--- src/rtl/uart_pkg.sv ---
// Shared UART definitions: transmitter state encoding, line levels common to
// the transmitter and the receiver, and the baud counter width helper.
package uart_pkg;

  typedef enum logic [2:0] {
    IDLE   = 3'd0,
    START  = 3'd1,
    DATA   = 3'd2,
    PARITY = 3'd3,
    STOP   = 3'd4
  } uart_tx_state_t;

  localparam logic UART_IDLE_LEVEL  = 1'b1;
  localparam logic UART_START_LEVEL = 1'b0;

  // Width of a counter running 0..clks-1; never narrower than one bit so a
  // divide-by-one counter still has a legal vector.
  function automatic int uart_cnt_width(input int clks);
    return (clks <= 1) ? 1 : $clog2(clks);
  endfunction

endpackage

--- src/rtl/uart_baud_tick.sv ---
// Bit-period timer for the UART transmitter.
// Ports:
//   clk   - system clock
//   rst   - asynchronous active-low reset
//   clear - hold the counter at zero (asserted while the transmitter idles)
//   tick  - high in the last clock cycle of each bit period
module uart_baud_tick
  import uart_pkg::*;
#(
  parameter int CLKS_PER_BIT = 16
) (
  input  logic clk,
  input  logic rst,
  input  logic clear,
  output logic tick
);

  localparam int            CW   = uart_cnt_width(CLKS_PER_BIT);
  localparam logic [CW-1:0] LAST = CW'(CLKS_PER_BIT - 1);

  logic [CW-1:0] cnt;

  always_ff @(posedge clk or negedge rst) begin
    if (!rst) begin
      cnt <= '0;
    end else if (clear || (cnt == LAST)) begin
      cnt <= '0;
    end else begin
      cnt <= cnt + 1'b1;
    end
  end

  // With CLKS_PER_BIT=1 the counter sits at zero and every cycle is a tick.
  assign tick = !clear && (cnt == LAST);

endmodule

--- src/rtl/uart_tx.sv ---
// Serialising UART transmitter: start bit, DATA_BITS data bits LSB first,
// optional parity bit, STOP_BITS stop bits, each CLKS_PER_BIT cycles long.
// Ports:
//   clk      - system clock, rising edge
//   rst      - asynchronous active-low reset
//   tx_data  - word to send, sampled when tx_valid && tx_ready
//   tx_valid - source has a word
//   tx_ready - transmitter idle and able to accept
//   tx       - registered serial line, idles high
//   tx_busy  - frame in progress
//   tx_done  - one-cycle pulse in the final cycle of the last stop bit
module uart_tx
  import uart_pkg::*;
#(
  parameter int DATA_BITS    = 8,
  parameter int CLKS_PER_BIT = 16,
  parameter int PARITY_EN    = 0,
  parameter int PARITY_ODD   = 0,
  parameter int STOP_BITS    = 1
) (
  input  logic                 clk,
  input  logic                 rst,
  input  logic [DATA_BITS-1:0] tx_data,
  input  logic                 tx_valid,
  output logic                 tx_ready,
  output logic                 tx,
  output logic                 tx_busy,
  output logic                 tx_done
);

  if ((DATA_BITS < 5) || (DATA_BITS > 9) || (STOP_BITS < 1) || (STOP_BITS > 2) ||
      (CLKS_PER_BIT < 1)) begin : g_bad_params
    $error("uart_tx: illegal parameter set");
  end

  // The bit index counts data bits and, later, stop bits; 4 bits covers 9.
  localparam int            IW        = 4;
  localparam logic [IW-1:0] LAST_DATA = IW'(DATA_BITS - 1);
  localparam logic [IW-1:0] LAST_STOP = IW'(STOP_BITS - 1);
  localparam logic          PAR_SENSE = (PARITY_ODD != 0);

  function automatic logic parity_of(input logic [DATA_BITS-1:0] d);
    return (^d) ^ PAR_SENSE;
  endfunction

  uart_tx_state_t       state, state_nxt;
  logic [IW-1:0]        bit_idx, bit_idx_nxt;
  logic                 tx_q, tx_nxt;
  logic [DATA_BITS-1:0] shift_reg;
  logic                 parity_q;
  logic                 tick;
  logic                 accept;

  assign tx_busy  = (state != IDLE);
  assign tx_ready = !tx_busy;
  assign accept   = tx_valid && tx_ready;
  assign tx       = tx_q;

  // Counter is held cleared while idle so each frame starts phase-aligned.
  uart_baud_tick #(
    .CLKS_PER_BIT(CLKS_PER_BIT)
  ) u_baud (
    .clk  (clk),
    .rst  (rst),
    .clear(tx_ready),
    .tick (tick)
  );

  always_ff @(posedge clk or negedge rst) begin
    if (!rst) begin
      state   <= IDLE;
      bit_idx <= '0;
      tx_q    <= UART_IDLE_LEVEL;
    end else begin
      state   <= state_nxt;
      bit_idx <= bit_idx_nxt;
      tx_q    <= tx_nxt;
    end
  end

  // Payload and parity only matter once a word is accepted, so no reset.
  // Parity is captured up front because the shift register is consumed.
  always_ff @(posedge clk) begin
    if (accept) begin
      shift_reg <= tx_data;
      parity_q  <= parity_of(tx_data);
    end else if ((state == DATA) && tick) begin
      shift_reg <= shift_reg >> 1;
    end
  end

  // tx is registered, so the level for the upcoming bit is chosen on the
  // transition into it: shift_reg[0] when entering DATA, shift_reg[1] when
  // moving on to the next data bit (the shift happens on the same edge).
  always_comb begin
    state_nxt   = state;
    bit_idx_nxt = bit_idx;
    tx_nxt      = tx_q;
    tx_done     = 1'b0;
    case (state)
      IDLE: begin
        if (accept) begin
          state_nxt   = START;
          bit_idx_nxt = '0;
          tx_nxt      = UART_START_LEVEL;
        end
      end
      START: begin
        if (tick) begin
          state_nxt   = DATA;
          bit_idx_nxt = '0;
          tx_nxt      = shift_reg[0];
        end
      end
      DATA: begin
        if (tick) begin
          if (bit_idx == LAST_DATA) begin
            bit_idx_nxt = '0;
            if (PARITY_EN != 0) begin
              state_nxt = PARITY;
              tx_nxt    = parity_q;
            end else begin
              state_nxt = STOP;
              tx_nxt    = UART_IDLE_LEVEL;
            end
          end else begin
            bit_idx_nxt = bit_idx + 1'b1;
            tx_nxt      = shift_reg[1];
          end
        end
      end
      PARITY: begin
        if (tick) begin
          state_nxt = STOP;
          tx_nxt    = UART_IDLE_LEVEL;
        end
      end
      STOP: begin
        if (tick) begin
          if (bit_idx == LAST_STOP) begin
            state_nxt   = IDLE;
            bit_idx_nxt = '0;
            tx_done     = 1'b1;
          end else begin
            bit_idx_nxt = bit_idx + 1'b1;
          end
        end
      end
      default: begin
        state_nxt   = IDLE;
        bit_idx_nxt = '0;
        tx_nxt      = UART_IDLE_LEVEL;
      end
    endcase
  end

endmodule

--- config.mk ---
export PLATFORM = sky130hd
export DESIGN_NAME = uart_tx
export DESIGN_NICKNAME = d
export VERILOG_FILES = /design/src/rtl/uart_pkg.sv /design/src/rtl/uart_baud_tick.sv /design/src/rtl/uart_tx.sv
export SDC_FILE = /design/constraint.sdc
export NUM_CORES = 1
export LEC_CHECK = 0
export ABC_AREA = 1
export CAP_MARGIN = 40
export CORE_UTILIZATION = 50
export DETAILED_ROUTE_END_ITERATION = 12
export HOLD_SLACK_MARGIN = 0.1
export PLACE_DENSITY = 0.82
export SYNTH_ARGS = -nofsm -noshare
export SYNTH_HDL_FRONTEND = slang
export SYNTH_SLANG_ARGS = --single-unit
--- constraint.sdc ---
create_clock -name clk -period 2.21 [get_ports clk]
set_input_delay 0.5525 -clock clk [delete_from_list [all_inputs] [get_ports clk]]
set_output_delay 0.5525 -clock clk [all_outputs]
set_load 0.005 [all_outputs]
==> out/metrics.cfg, run 1 <==
[critical_path]
crit_path_top_delay_cell=clkdlybuf4s50_1
worstPathCellList=nor2_2 -> nand2_2 -> inv_2 -> clkdlybuf4s50_1
slowest_delay_ns=0.49
worstSetupStartpointType=register
crit_arrival_ns=1.59
required_ns=1.66
setup.worst_path.end_class=output port
cp_max_fo=6
path_class=register to output port

[placed_design]
place_congestion=0.808
hpwlAfterDp_um=1560
placed_cell_area_mm2=0.00132
port_buffers=14

[route]
via_per_inst=5.02
firstDrtPassIters=4
post_drt_wl_per_cell_um=11.1
wirelength_um=2050
ant_nets=0
initialDrtViolationCount=19
drc=0
dr_total_vias=923

[sta]
grt_setup_unrepaired=false
maxSlewViolCount=0
post-route-period-util_pct=96.9
tightest_slew_ns=0.543
fin_skew_ns=0.00269
tns_ns=0
report.final.hold_viol_count=0
fmax_ghz=0.467
period_needed_ns=2.14
maxSlewHeadroom_pct=63.7
setup_viol=0

[job]
drv_cap=0

[synth]
synth.cell_area_mm2=0.00112
syn_avg_cell_area_um2=8.38
ys_seq_area_share_pct=48.2
synth-main-ff-cell=dfrtp_1
synth_cell_types=23
ys_seq_elements=20
yosys_warnings=0
syn-num-nets=148
synth_cells=134
synthArstFlopShare_pct=60.0
synth-edff-count=8

[layout]
antenna_cells=0
nets=172
final_cell_area_mm2=0.00137
nFillCells=175
drive_gt1_share_pct=17.8
area_growth_pct=22.3
largest_reg_flops=8

[clocking]
numCtsBuffers=3
cts_tree=done
htreeDepth=1
clock_sinks=20
holdBufCountCts=0
root_buffer=clkbuf_4
clk_path_buf_depth=2
clk_pin_slew_ns=0.11
worst_skew_pair.late_latency_ns=0.29

[power_and_ir_drop]
peakVddDrop_v=0.000777
p_per_area_mw_per_mm2=1150
p_leak_uw=0.000687

[floorplanning]
die_area_mm2=0.00244
core_mm2=0.00204
start_util_pct=55.0
die_w_um=49.4
io_pins=15
rows=16
die_y_um=49.4

[global_routing]
antenna_found_initial=0
grt_pass1_wl_um=3600
grt_max_degree=13
grt_pass1_vias=852
grt_overflow=0
grt.total_usage_pct=19.2

[outcome]
status=finished clean

[hold_path]
hp-class=register to register

[power breakdown]
part | internal, µW | total (µW) | switching [µW]
Clock | 65.5 | 172 | 107
Combinational | 326 | 821 | 494
Sequential | 528 | 592 | 63.6
Total | 920 | 1580 | 665
[synthesized netlist by cell type (2+ instances only)]
| library cell | n | area, µm² |
|---|---|---|
| nand3_2 | 2 | 20.0 |
| nand3_1 | 13 | 65.1 |
| inv_1 | 15 | 56.3 |
| edfxtp_1 | 8 | 240 |
| nand2_4 | 3 | 33.8 |
| dfrtp_1 | 11 | 275 |
| ha_1 | 3 | 37.5 |
| xor2_1 | 3 | 26.3 |
| nand2_2 | 4 | 25.0 |
| nor2_1 | 12 | 45.0 |
| nand2_1 | 42 | 158 |
| o21ai_0 | 2 | 10.0 |
| nand4_1 | 6 | 37.5 |
[routing by layer]
layer / vias up / GRT usage [%] / share of wire, %
li1: 478 / - / -
met1: 436 / 24.7 / 48
met2: 9 / 34.0 / 50
met3: 0 / 3.74 / 2.1
met4: 0 / 2.86 / 0
met5: - / 0 / 0
[layout by cell type, fill, tap and decap left out, types with 2 or more instances in the layout]
cell,instances
clkdlybuf4s50_1,13
inv_2,3
nand2_1,42
o21ai_0,2
nor2_1,10
dfrtp_1,10
ha_1,3
nand3_2,2
nand3_1,13
edfxtp_1,8
nand2_2,4
nor2_2,2
inv_1,13
xor2_1,3
nand4_1,6
clkbuf_4,3
nand2_4,3
buf_4,6
[what timing repair did]
| item | CTS | global route |
|---|---|---|
| buffers inserted | 3 | 0 |
| setup endpoints to repair | 2 | 1 |
| resized for setup | 5 | 2 |
[cells by family (layout without fill, tap and decap cells)]
| group | after synthesis | in the layout | synth area share [%] |
|---|---|---|---|
| simple gates | 87 | 87 | 38.4 |
| fa+ha+maj | 3 | 3 | 3.34 |
| xor+xnor | 3 | 3 | 2.34 |
| compound gates | 4 | 4 | 1.89 |
| buf+inv | 17 | 40 | 5.79 |
| flops | 20 | 20 | 48.2 |
[layout make-up]
class	count	area, µm²	share of cell area, %
Clock buffer	3	22.5	1.64
Multi-Input combinational cell	97	527	38.3
Timing Repair Buffer	20	184	13.4
Tap cell	27	33.8	2.46
Sequential cell	20	543	39.5
Clock inverter	1	3.75	0.273
Inverter	16	60.1	4.37
[through the flow]
stage	hold WS (ns)	cells	worst slack [ns]	power [µW]	utilization (%)
3_5_place_dp	0.460	177	0.122	1370	64.4
5_1_grt	0.517	184	0.0133	1720	67.3
6_report	0.473	184	0.0683	1580	67.3
4_1_cts	0.479	184	0.0345	1590	67.2
2_1_floorplan	0.257	134	0.412	1130	-
3_3_place_gp	0.443	177	0.178	1340	64.4
[critical path: cells and delay by family, from the launching register on]
family | cells | cell delay, ns
AND/OR/NAND/NOR | 2 | 0.27
buffers and inverters | 2 | 0.57
flip-flops | 1 | 0.47
[worst paths after layout]
| path | cells past startpoint | slack, ns | startpoint | end |
|---|---|---|---|---|
| setup / recovery | 4 | 0.07 | state[2] | tx_ready |
| hold reg to reg | 2 | 0.47 | tx | tx |
| min in group asynchronous | 1 | 0.60 | rst | state[1] |
| max in group asynchronous | 1 | 1.22 | rst | state[2] |
| setup reg to reg | 7 | 0.54 | state[2] | shift_reg[5] |
| hold / removal | 2 | 0.47 | tx | tx |
Power figures use the tool's default switching activity.
==> run 2, diff against run 1 <==
--- a/config.mk
+++ b/config.mk
@@ -11,6 +11,7 @@
 export DETAILED_ROUTE_END_ITERATION = 12
 export HOLD_SLACK_MARGIN = 0.1
 export PLACE_DENSITY = 0.82
+export REMOVE_ABC_BUFFERS = 1
 export SYNTH_ARGS = -nofsm -noshare
 export SYNTH_HDL_FRONTEND = slang
 export SYNTH_SLANG_ARGS = --single-unit
==> run 2 against run 1 <==
Against the previous run: clock power is essentially flat; die area is the same; maximum frequency grew 1.1%; clock skew shrank 0.0018 ns; sequential power grew 3%; register-to-register slack gained 0.04 ns; clock-buffer cell count is the same; first-iteration DRC count grew 16%; sequential cell count is the same.
==> out/metrics.cfg, run 2 (same netlist as run 1, synthesis figures left out) <==
[outcome]
status=finished clean  ; unchanged

[floorplanning]
die_area_mm2=0.00244  ; unchanged
rows=16  ; unchanged
core_mm2=0.00204  ; unchanged
die_w_um=49.4  ; unchanged
die_y_um=49.4  ; unchanged
start_util_pct=55.0  ; unchanged
io_pins=15  ; unchanged

[clocking]
worst_skew_pair.late_latency_ns=0.29  ; about the same
clock_sinks=20  ; unchanged
cts_tree=done  ; unchanged
numCtsBuffers=3  ; unchanged
clk_path_buf_depth=2  ; unchanged
clk_pin_slew_ns=0.11  ; about the same
htreeDepth=1  ; unchanged
root_buffer=clkbuf_4  ; unchanged

[power_and_ir_drop]
peakVddDrop_v=0.000624  ; was 0.000777 V
cellInternalPower_uw=905  ; was 920 µW
switching_share_pct=42.4  ; was 41.9%
p_leak_uw=0.000678  ; was 0.000687 µW
p_per_area_mw_per_mm2=1150  ; about the same
comb_power_share_pct=50.0  ; was 51.8%
seq_power_share_pct=38.9  ; was 37.3%
switchingPower_uw=666  ; was 665 µW
p_clk_share_pct=11.1  ; was 10.9%

[critical_path]
worstPathCellList=nor2_4 -> nand2_2 -> inv_2 -> clkdlybuf4s50_1  ; was nor2_2 -> nand2_2 -> inv_2 -> clkdlybuf4s50_1
crit_path_top_delay_cell=clkdlybuf4s50_1  ; unchanged
cp_max_fo=5  ; was 6
setup.worst_path.end_class=output port  ; unchanged
crit_buf_inv=2  ; unchanged
ff2ff_path_depth=7  ; unchanged
critPathTopFamily=buffers and inverters  ; unchanged
required_ns=1.66  ; about the same
crit_cells=4  ; unchanged
slowest_delay_ns=0.49  ; about the same
worstSetupStartpointType=register  ; unchanged
crit_arrival_ns=1.57  ; was 1.59 ns
path_class=register to output port  ; unchanged

[sta]
report.final.hold_viol_count=0  ; unchanged
grt_setup_unrepaired=false  ; unchanged
fin_skew_ns=0.000846  ; was 0.00269 ns
post-route-period-util_pct=95.9  ; was 96.9%
tightest_slew_ns=0.536  ; was 0.543 ns
setup_viol=0  ; unchanged
maxSlewHeadroom_pct=64.2  ; was 63.7%
maxSlewViolCount=0  ; unchanged
period_needed_ns=2.12  ; was 2.14 ns
fmax_ghz=0.472  ; was 0.467 GHz
tns_ns=0  ; unchanged

[global_routing]
grt.total_usage_pct=19.7  ; was 19.2%
grt_max_degree=13  ; unchanged
antenna_found_initial=0  ; unchanged
grt_overflow=0  ; unchanged
grt_pass1_vias=846  ; was 852
grt_pass1_wl_um=3630  ; was 3600 µm

[route]
via_per_inst=5.08  ; was 5.02
drc=0  ; unchanged
dr_total_vias=924  ; was 923
firstDrtPassIters=4  ; unchanged
wirelength_um=2080  ; was 2050 µm
initialDrtViolationCount=22  ; was 19
ant_nets=0  ; unchanged
post_drt_wl_per_cell_um=11.5  ; was 11.1 µm

[layout]
final_cell_mix=nand2_1, inv_1, nand3_1, clkdlybuf4s50_1, nor2_1  ; was nand2_1, nand3_1, inv_1, clkdlybuf4s50_1
drive_gt1_share_pct=16.8  ; was 17.8%
largest_reg_flops=8  ; unchanged
instances_no_fill=182  ; was 184
nets=170  ; was 172
antenna_cells=0  ; unchanged
nFillCells=180  ; was 175
final_common_cell=nand2_1  ; unchanged
area_growth_pct=21.5  ; was 22.3%

[hold_path]
hp-class=register to register  ; unchanged
hold_depth=2  ; unchanged

[placed_design]
place_congestion=0.809  ; was 0.808
port_buffers=14  ; unchanged
placed_cells=177  ; unchanged
hpwlAfterDp_um=1600  ; was 1560 µm

[job]
drv_cap=0  ; unchanged

-- run 2: cell types whose count changed in the layout (fill, tap and decap cells not counted) --
cell and change:
inv_2 -1, buf_4 -2, nor2_4 +1, nor2_2 -1
dfrtp_2 +1, inv_1 +1, dfrtp_1 -1
-- run 2: power by group through the flow --
stage	combinational, µW	sequential, µW	clock [µW]
after global placement	735	602	0
after detailed placement	757	609	0
after floorplan	536	593	0
final	786	611	175
after global routing	886	626	192
after CTS	782	600	180
-- run 2: metal layers --
layer | GRT usage, % | wire length, µm | vias up
met4 | 8.10 | 15 | 0
met2 | 31.1 | 1050 | 18
met1 | 26.1 | 936 | 426
met3 | 4.36 | 80 | 4
met5 | 0 | 0 | -
li1 | - | - | 476
-- run 2: metrics by stage --
stage          total power, µW  setup slack [ns]  hold slack, ns  cell area, µm²  utilization (%)
2_1_floorplan             1130             0.412           0.257            1120                -
3_3_place_gp              1340             0.173           0.443            1320             64.4
3_5_place_dp              1370             0.136           0.455            1320             64.4
4_1_cts                   1560            0.0363           0.477            1360             66.5
5_1_grt                   1700            0.0183           0.494            1370             66.9
6_report                  1570            0.0907           0.477            1370             66.9
-- run 2: layout make-up --
type | count | area, µm² | area share, %
clock inverter | 1 | 3.75 | 0.275
timing repair buffer | 18 | 169 | 12.4
multi-input combinational | 97 | 532 | 39.0
clock buffer | 3 | 22.5 | 1.65
tap | 27 | 33.8 | 2.47
sequential | 20 | 544 | 39.9
inverter | 16 | 60.1 | 4.40
-- run 2: path summary, 6_finish.rpt --
kind	from	to	slack (ns)
worst min-delay path	tx	tx	0.48
worst max-delay path	state[1]	tx_ready	0.09
min in group asynchronous	rst	bit_idx[3]	0.60
worst min register to register	tx	tx	0.48
worst max register to register	state[1]	shift_reg[7]	0.58
max in group asynchronous	rst	state[2]	1.23
-- run 2: tightest hold or removal path: stages (launching register included) --
cell and delay, ns:
dfstp_2 0.39, nand2_1 0.05, nand2_1 0.05
-- run 2: what timing repair did --
action | CTS | global route
setup endpoints to repair | 2 | 1
resized for setup | 5 | 3
pin swaps | 0 | 0
hold buffers | 0 | 0
buffers inserted | 1 | 0
==> run 3, diff against run 2 <==
--- a/config.mk
+++ b/config.mk
@@ -7,9 +7,9 @@
 export LEC_CHECK = 0
 export ABC_AREA = 1
 export CAP_MARGIN = 40
+export CORE_MARGIN = 1.5
 export CORE_UTILIZATION = 50
 export DETAILED_ROUTE_END_ITERATION = 12
-export HOLD_SLACK_MARGIN = 0.1
 export PLACE_DENSITY = 0.82
 export REMOVE_ABC_BUFFERS = 1
 export SYNTH_ARGS = -nofsm -noshare
==> run 3 against run 2 <==
Against the previous run: non-clock buffer count unchanged; first-iteration DRC count rose by 45%; maximum frequency is 0.17% higher; final cell count unchanged; hold slack lost 0.0060 ns; sequential power barely moved; critical path type unchanged; sequential share of layout area did not move; clock-buffer cell count unchanged; design area stayed put; clock power hardly changed; wire length rose by 3.4%.
==> out/metrics.cfg, run 3 (same netlist as run 1, synthesis figures left out) <==
[outcome]
status=finished clean  ; unchanged

[critical_path]
crit_path_top_delay_cell=clkdlybuf4s50_1  ; unchanged
r2r_slack_ns=0.61  ; was 0.58 ns
cp_max_fo=5  ; unchanged
r2r-start=state[1]  ; unchanged
required_ns=1.66  ; about the same
r2r-end=shift_reg[3]  ; was shift_reg[7]
ff2ff_path_depth=7  ; unchanged
crit_buf_inv=2  ; unchanged
slowest_delay_ns=0.49  ; about the same
critPathTopFamily=buffers and inverters  ; unchanged
path_class=register to output port  ; unchanged
crit_arrival_ns=1.56  ; was 1.57 ns
worstSetupStartpointType=register  ; unchanged
worstPathCellList=nor2_4 -> nand2_2 -> inv_2 -> clkdlybuf4s50_1  ; unchanged
setup.worst_path.end_class=output port  ; unchanged

[layout]
largest_reg_flops=8  ; unchanged
area_growth_pct=21.5  ; unchanged
drive_gt1_share_pct=16.8  ; unchanged
nFillCells=184  ; was 180
antenna_cells=0  ; unchanged
final_cell_mix=nand2_1, inv_1, nand3_1, clkdlybuf4s50_1, nor2_1  ; unchanged
final_common_cell=nand2_1  ; unchanged
regArea_um2=544  ; unchanged
nets=170  ; unchanged
multi_input_area_um2=532  ; unchanged

[power_and_ir_drop]
peakVddDrop_v=0.000748  ; was 0.000624 V
p_leak_uw=0.000678  ; about the same
switching_share_pct=42.1  ; was 42.4%
switchingPower_uw=666  ; about the same
p_per_area_mw_per_mm2=1160  ; was 1150 mW/mm²
cellInternalPower_uw=915  ; was 905 µW
comb_power_share_pct=50.5  ; was 50.0%
fin_total_pwr_uw=1580  ; was 1570 µW
seq_power_share_pct=38.6  ; was 38.9%
p_clk_share_pct=10.9  ; was 11.1%

[clocking]
worst_skew_pair.late_latency_ns=0.30  ; was 0.29 ns
root_buffer=clkbuf_4  ; unchanged
htreeDepth=1  ; unchanged
clk_pin_slew_ns=0.11  ; about the same
clock_sinks=20  ; unchanged
cts_tree=done  ; unchanged
clk_path_buf_depth=2  ; unchanged
numCtsBuffers=3  ; unchanged
holdBufCountCts=0  ; unchanged

[sta]
post-route-period-util_pct=95.7  ; was 95.9%
report.final.hold_viol_count=0  ; unchanged
grt_setup_unrepaired=false  ; unchanged
tns_ns=0  ; unchanged
period_needed_ns=2.12  ; about the same
maxSlewViolCount=0  ; unchanged
fmax_ghz=0.473  ; was 0.472 GHz
tightest_slew_ns=0.562  ; was 0.536 ns
setup_viol=0  ; unchanged
fin_skew_ns=0.00204  ; was 0.000846 ns
maxSlewHeadroom_pct=62.4  ; was 64.2%

[placed_design]
place_congestion=0.806  ; was 0.809
hpwlAfterDp_um=1650  ; was 1600 µm
port_buffers=14  ; unchanged

[hold_path]
hold_start=tx  ; unchanged
hold_depth=2  ; unchanged
hp-class=register to register  ; unchanged
holdPathEnd=tx  ; unchanged

[global_routing]
grt_pass1_wl_um=3680  ; was 3630 µm
grt_max_degree=13  ; unchanged
grt.total_usage_pct=19.2  ; was 19.7%
grt_overflow=0  ; unchanged
antenna_found_initial=0  ; unchanged
grt_pass1_vias=883  ; was 846

[job]
drv_cap=0  ; unchanged

[floorplanning]
die_w_um=50.4  ; was 49.4 µm
die_y_um=50.4  ; was 49.4 µm
die_area_mm2=0.00254  ; was 0.00244 mm²
core_mm2=0.00204  ; unchanged
rows=16  ; unchanged
io_pins=15  ; unchanged
start_util_pct=55.0  ; unchanged

[route]
initialDrtViolationCount=32  ; was 22
wirelength_um=2160  ; was 2080 µm
firstDrtPassIters=4  ; unchanged
post_drt_wl_per_cell_um=11.8  ; was 11.5 µm
via_per_inst=5.18  ; was 5.08
drc=0  ; unchanged
ant_nets=0  ; unchanged
dr_total_vias=943  ; was 924

## run 3: worst min-delay path, delay by kind of cell (launching register included)
family	cells	cell delay [ns]
and+or+nand+nor	2	0.09
DFF	1	0.38
## run 3: worst max path at each step
stage                     cells after the start           from            to
after floorplan                               5  u_baud.cnt[0]  shift_reg[0]
final                                         4       state[1]      tx_ready
after detailed placement                      6  u_baud.cnt[0]       tx_done
after global routing                          4       state[1]      tx_ready
after CTS                                     4       state[1]      tx_ready
after global placement                        6  u_baud.cnt[0]       tx_done
## run 3: area by class of cell
cell class	instances	area share, %
clock buffer	3	1.65
sequential	20	39.9
clock inverter	1	0.275
multi-input combinational	97	39.0
tap	27	2.47
timing repair buffer	18	12.4
inverter	16	4.40
## run 3: power groups by stage
stage | logic [µW] | clock network (µW) | registers [µW]
final | 798 | 173 | 610
after global routing | 899 | 196 | 624
after CTS | 782 | 179 | 601
after detailed placement | 762 | 0 | 609
after global placement | 731 | 0 | 604
after floorplan | 536 | 0 | 593
## run 3: per-stage QoR
| step | instance area (µm²) | utilization, % | hold slack [ns] | std cells | setup slack (ns) |
|---|---|---|---|---|---|
| floorplan | 1120 | - | 0.257 | 133 | 0.412 |
| CTS | 1340 | 65.7 | 0.477 | 181 | 0.0421 |
| finish | 1370 | 66.9 | 0.471 | 182 | 0.0942 |
| global placement | 1310 | 64.0 | 0.443 | 176 | 0.170 |
| detailed placement | 1310 | 64.0 | 0.457 | 176 | 0.140 |
| global route | 1370 | 66.9 | 0.514 | 182 | 0.0105 |
## run 3: layer usage
metal	up-vias	track usage [%]	routed length, µm
li1	477	-	-
met1	443	22.4	922
met2	21	33.1	1130
met3	2	6.55	88
met4	0	6.31	12
met5	-	0	0
## run 3: repair_timing
action | CTS | global route
buffers inserted | 1 | 1
endpoints found under the setup margin | 2 | 2
gates resized for setup | 2 | 6
endpoints found under the hold margin | 0 | 0
